--- config.mk ---
export PLATFORM = sky130hd
export DESIGN_NAME = imm_pack
export DESIGN_NICKNAME = d
export VERILOG_FILES = /design/src/rtl/imm_pack.sv
export SDC_FILE = /design/constraint.sdc
export NUM_CORES = 1
export LEC_CHECK = 0
export ABC_CLOCK_PERIOD_IN_PS = 9900
export CORE_AREA = 2 2 89 91
export DETAILED_ROUTE_END_ITERATION = 16
export DIE_AREA = 0 0 91 93
export PLACE_DENSITY = 0.92
export SLEW_MARGIN = 25
export SYNTH_ARGS = -nofsm -noshare
export SYNTH_HDL_FRONTEND = slang
export SYNTH_SLANG_ARGS = --single-unit
--- constraint.sdc ---
create_clock -name clk -period 9.9 [get_ports clk]
set_input_delay 2.97 -clock clk [delete_from_list [all_inputs] [get_ports clk]]
set_output_delay 2.97 -clock clk [all_outputs]
set_load 0.005 [all_outputs]
--- src/rtl/imm_pack.sv ---
// rtl/imm_pack.sv - RV32I instruction-word builder: packs immediates into U/I/S/B/J slots and expands load-immediate
// into a LUI/ADDI pair behind a registered valid/ready output stage.
module imm_pack (
    input  logic        clk,
    input  logic        rst,
    input  logic        in_valid,
    output logic        in_ready,
    input  logic        in_li,
    input  logic [6:0]  in_opcode,
    input  logic [4:0]  in_rd,
    input  logic [4:0]  in_rs1,
    input  logic [4:0]  in_rs2,
    input  logic [2:0]  in_funct3,
    input  logic [6:0]  in_funct7,
    input  logic [31:0] in_imm,
    output logic        out_valid,
    input  logic        out_ready,
    output logic [31:0] out_inst,
    output logic        out_err,
    output logic        out_last
);

    typedef enum logic {IDLE, SECOND} state_t;

    state_t      state_q;
    logic        out_valid_q;
    logic [31:0] out_inst_q;
    logic        out_err_q;
    logic        out_last_q;
    logic [31:0] pend_q;

    logic [31:0] pack_inst;
    logic        pack_err;
    logic [19:0] li_hi;
    logic [31:0] word_d;
    logic        err_d;
    logic        last_d;
    logic        two_d;

    always_comb begin
        pack_inst = {25'b0, in_opcode};
        pack_err  = 1'b1;
        case (in_opcode[6:2])
            5'b01101, 5'b00101: begin
                pack_inst = {in_imm[31:12], in_rd, in_opcode};
                pack_err  = |in_imm[11:0];
            end
            5'b00000, 5'b00100, 5'b11001: begin
                pack_inst = {in_imm[11:0], in_rs1, in_funct3, in_rd, in_opcode};
                pack_err  = in_imm[31:11] != {21{in_imm[11]}};
            end
            5'b01000: begin
                pack_inst = {in_imm[11:5], in_rs2, in_rs1, in_funct3, in_imm[4:0], in_opcode};
                pack_err  = in_imm[31:11] != {21{in_imm[11]}};
            end
            5'b11000: begin
                pack_inst = {in_imm[12], in_imm[10:5], in_rs2, in_rs1, in_funct3,
                             in_imm[4:1], in_imm[11], in_opcode};
                pack_err  = (in_imm[31:12] != {20{in_imm[12]}}) || in_imm[0];
            end
            5'b11011: begin
                pack_inst = {in_imm[20], in_imm[10:1], in_imm[11], in_imm[19:12], in_rd, in_opcode};
                pack_err  = (in_imm[31:20] != {12{in_imm[20]}}) || in_imm[0];
            end
            5'b01100: begin
                pack_inst = {in_funct7, in_rs2, in_rs1, in_funct3, in_rd, in_opcode};
                pack_err  = 1'b0;
            end
            default: ;
        endcase
    end

    // ADDI sign-extends its 12 bits, so the LUI half absorbs the borrow via imm[11].
    assign li_hi = in_imm[31:12] + {19'b0, in_imm[11]};

    always_comb begin
        word_d = pack_inst;
        err_d  = pack_err;
        last_d = 1'b1;
        two_d  = 1'b0;
        if (in_li) begin
            err_d = 1'b0;
            if (in_rd == 5'd0) begin
                word_d = 32'h0000_0013;
            end else if (li_hi == 20'd0) begin
                word_d = {in_imm[11:0], 5'd0, 3'b000, in_rd, 7'h13};
            end else if (in_imm[11:0] == 12'd0) begin
                word_d = {li_hi, in_rd, 7'h37};
            end else begin
                word_d = {li_hi, in_rd, 7'h37};
                last_d = 1'b0;
                two_d  = 1'b1;
            end
        end
    end

    assign in_ready  = !rst && (state_q == IDLE) && (!out_valid_q || out_ready);
    assign out_valid = out_valid_q;
    assign out_inst  = out_inst_q;
    assign out_err   = out_err_q;
    assign out_last  = out_last_q;

    always_ff @(posedge clk) begin
        if (rst) begin
            state_q     <= IDLE;
            out_valid_q <= 1'b0;
            out_inst_q  <= 32'd0;
            out_err_q   <= 1'b0;
            out_last_q  <= 1'b0;
            pend_q      <= 32'd0;
        end else begin
            if (out_valid_q && out_ready) begin
                out_valid_q <= 1'b0;
            end
            case (state_q)
                IDLE: begin
                    if (in_valid && in_ready) begin
                        out_valid_q <= 1'b1;
                        out_inst_q  <= word_d;
                        out_err_q   <= err_d;
                        out_last_q  <= last_d;
                        if (two_d) begin
                            pend_q  <= {in_imm[11:0], in_rd, 3'b000, in_rd, 7'h13};
                            state_q <= SECOND;
                        end
                    end
                end
                SECOND: begin
                    if (out_valid_q && out_ready) begin
                        out_valid_q <= 1'b1;
                        out_inst_q  <= pend_q;
                        out_err_q   <= 1'b0;
                        out_last_q  <= 1'b1;
                        state_q     <= IDLE;
                    end
                end
            endcase
        end
    end

endmodule

== Yosys cells after proc, flatten, opt, wreduce, memory -nomap -nowiden ==
Index checks and enable logic that the tools add are counted.
Word-level totals
  register bits after elaboration: 61
  input bits: 69
  output and inout bits: 36
Operators by class
  add/subtract/negate cells: 1
  equality and inequality tests: 13
  muxes and demuxes: 31
  bitwise gates (word level): 1
  reduce and logical (&&, ||, !) cells: 19
Operator list (number)
  $pmux 32 s6: 1
  $mux 32: 5
  $pmux 32 s2: 1
  $add 20x1->20: 1
  $logic_not 20->1: 1
  $ne 20x20->1: 1
  $mux 1: 19
  $ne 19x19->1: 1
  $eq 5x4->1 const B: 3
  $eq 5x5->1 const B: 3
  $logic_not 12->1: 1
  $reduce_or 12->1: 1
  $ne 11x11->1: 1
  $eq 5x3->1 const B: 2
  $logic_not 5->1: 2
  $pmux 1 s2: 4
  $pmux 1 s5: 1
  $logic_and 1x1->1: 4
  $ne 2x1->1 const B: 2
  $reduce_or 4->1: 1
  $logic_or 1x1->1: 3
  $reduce_and 3->1: 1
  $reduce_or 3->1: 1
  $logic_not 1->1: 2
  3 further kinds: 3

== Longest topological paths before layout ==
  depth in word-level cells: 8
  depth in mapped cells: 10
  depth with buffers taken out: 9

== Worst setup path after synthesis ==
No wires, ideal clock.
  path type: input to output
  from: input out_ready
  to: output in_ready
  data arrival time: 3.270 ns
  slack: 3.660 ns
  stages: 2
  path buffers: 0
  cell sequence: nand2b_1 > and2_1
Between the ends
  word-level cells in the longest chain between the ends: 2
RTL lines
  start, declared: RTL line 17  | input logic out_ready,
  $logic_or 1x1->1: RTL line 97  | assign in_ready = !rst && (state_q == IDLE) && (!out_valid_q || out_ready);
  $logic_and 1x1->1: RTL line 97
  end, declared: RTL line 7  | output logic in_ready,
No other way between the ends.

== Worst setup path after layout ==
  from: input rst
  to: output in_ready
Between the ends
  word-level cells in the longest chain between the ends: 3
RTL lines
  start, declared: RTL line 5  | input logic rst,
  $logic_not 1->1: RTL line 97
  $logic_and 1x1->1 (2 in series): RTL line 97
No other way between the ends.

==> results.cfg <==
[run]
cap_violations = 0

[clocking]
cts_tree = yes
cts_made_buffers = 5
ctsRootBufferMaster = clkbuf_8
cts.sinks = 54
postCtsSetupBuffers = 0
clk_latency_ns = 0.31
cts_hold_buffers = 0
cts-resized-gates = 0
cts_buffer_depth = 2
ctsHtreeMaxLevel = 2
cts.clk_slew.worst_paths_ns = 0.10

[logic_synthesis]
mappedNetlistArea_um2 = 3859
syn_area_per_cell_um2 = 8.210
synth_top_cell_area_share = 0.2802
synth_top_cell_by_area = dfxtp_1
synth_most_common_cell = dfxtp_1
ys_async_sr_fraction = 0
netlist_instances = 470
synth_edf_count = 0
ys_seq_area_frac = 0.2802
syn_nets = 542
ys.flop_type = dfxtp_1
synth.distinct_cells = 74
netlist_top_cells_area = dfxtp_1 28%, a222oi_1 4.2%, nand2_1 4.0%, nor2_1 3.5%, mux2_2 3.2%
ys_ff_latch = 54
ys_warn_count = 0
synth_common_cells = 54 x dfxtp_1, 41 x nand2_1, 36 x nor2_1

[floorplanning]
start_util = 0.5126
die_height_um = 93
io_pins = 105
rows = 32
die_w_um = 91
die_area_um2 = 8463
coreArea_um2 = 7527

[critical_path]
end_kind = primary output
cp-start-kind = input pin
critical_path_required_ns = 6.93
crit_fanout = 48
arrival_ns = 4.63
critPathKind = input pin to primary output

[timing]
finalMaxSlewViolations = 0
worst_slack_ns = 2.303
fmax_mhz = 131.6
setup_violations = 0
min_period_ns = 7.597
finalSetupTns_ns = 0
maxSlewHeadroom = 0.3493
finalCritPeriodShare = 0.7674
hold_viol = 0
clock_skew_ns = 0.006199
hold_slack_ns = 0.4641
worst-slew-pin-transition_ns = 0.9624
rsz0062_at_grt = false

[power_and_ir_drop]
power_density_nw_per_um2 = 109.5
ir_drop_uv = 54.53
leakage_nw = 1.727
finalPower_w = 0.0005436

[placement]
post-place-ws_ns = 2.317
io_buffers = 104
dp_cells = 641
gp_congestion = 0.9324
dpl.hpwl_um = 9653

[worst_hold_path]
hold_path_class = flip-flop to flip-flop

[run_status]
status = completed

[routing]
routed_wl_um = 12980
post_drt_via_cell_ratio = 6.823
wl_per_cell_um = 20.00
postRouteAntennaNets = 0
drtIter0Drc = 636
vias = 4428
drtPass1Iterations = 9
drc = 0

[grt]
grt_pass1_wl_um = 20530
antenna_found_initial = 0
overflow = 0
grt_start_max_net_pins = 49
grt_usage = 0.2991
grt_pass1_vias = 4098

[finish]
stdcell_count = 649
diodes = 0
layout.nets = 618
area_growth_pct = 28.63
drive_above_1_share = 0.09872
[path summary, 6_finish.rpt]
path                                 from            to  slack (ns)  cells after the start
worst min register to register  pend_q[4]     pend_q[4]        0.46                      2
worst max-delay path                  rst      in_ready        2.30                      5
worst min-delay path            pend_q[4]     pend_q[4]        0.46                      2
worst max register to register    state_q  out_inst[27]        6.71                      7
[per-layer routing]
layer,GRT usage,part of all wire,routed length (um)
met5,0,0,0
met1,0.3775,0.39,5078
met3,0.04593,0.11,1380
met4,0.1250,0.032,420
met2,0.5105,0.47,6100
[sequential cells by signal, summed over array words and instances (netlist names)]
signal	flops
pend_q	18
out_valid	1
out_err	1
out_last	1
out_inst	32
state_q	1
[layout make-up]
class                      count  area, um^2
inverter                      12       45.04
sequential                    54        1081
clock buffer                   6       82.58
tap                          102       127.6
fill                         646        2564
clock inverter                 2       38.79
timing repair buffer         107        1064
multi-input combinational    366        2525
[cells in the final DEF (no fill, tap or decap), types with 3 or more instances in the layout]
| cell | instances |
|---|---|
| a21oi_1 | 21 |
| a221oi_1 | 5 |
| a222oi_1 | 16 |
| a22o_1 | 6 |
| a22oi_1 | 16 |
| a31oi_1 | 6 |
| a32o_1 | 3 |
| a41oi_1 | 3 |
| and3_1 | 6 |
| and4_1 | 3 |
| buf_4 | 3 |
| clkbuf_8 | 6 |
| clkdlybuf4s50_1 | 104 |
| dfxtp_1 | 54 |
| ha_1 | 3 |
| inv_1 | 12 |
| mux2_2 | 11 |
| mux2_4 | 6 |
| mux2i_1 | 3 |
| nand2_1 | 41 |
| nand2b_1 | 5 |
| nand3_1 | 10 |
| nand4_1 | 10 |
| nor2_1 | 36 |
| nor2b_1 | 13 |
| nor3_1 | 12 |
| nor4_1 | 11 |
| o21a_1 | 3 |
| o21ai_0 | 22 |
| o221ai_1 | 3 |
| o22ai_1 | 8 |
| o31ai_1 | 6 |
| or2_2 | 6 |
| or3_2 | 3 |
| xnor2_1 | 14 |
| xor2_1 | 6 |
[where the power goes]
part / internal [W] / total [W] / switching [W]
Clock: 0.0000833 / 0.000161 / 0.0000777
Combinational: 0.0000713 / 0.000144 / 0.0000730
Sequential: 0.000230 / 0.000238 / 0.00000869
[through the flow]
stage,area [um^2],utilization
4_1_cts,4960,0.6589
3_5_place_dp,4838,0.6428
6_report,4964,0.6594
3_3_place_gp,4832,0.6420
5_1_grt,4964,0.6594
2_1_floorplan,3859,-
[cell families after synthesis]
kind of cell / Yosys count / synth area share
AOI/OAI and AO/OA: 148 / 0.2863
xor gates and xnor gates: 20 / 0.04540
adders and majority gates: 3 / 0.009729
buffers and inverters: 50 / 0.06809
DFF: 54 / 0.2802
muxes: 20 / 0.06323
and+or+nand+nor: 175 / 0.2471
[worst max-delay path, cell delays in order]
cell             delay, ns
clkdlybuf4s50_1       0.47
buf_4                 0.42
nor2_1                0.13
and2_1                0.20
clkdlybuf4s50_1       0.44
Note: power is estimated with default switching activity, not from simulation.
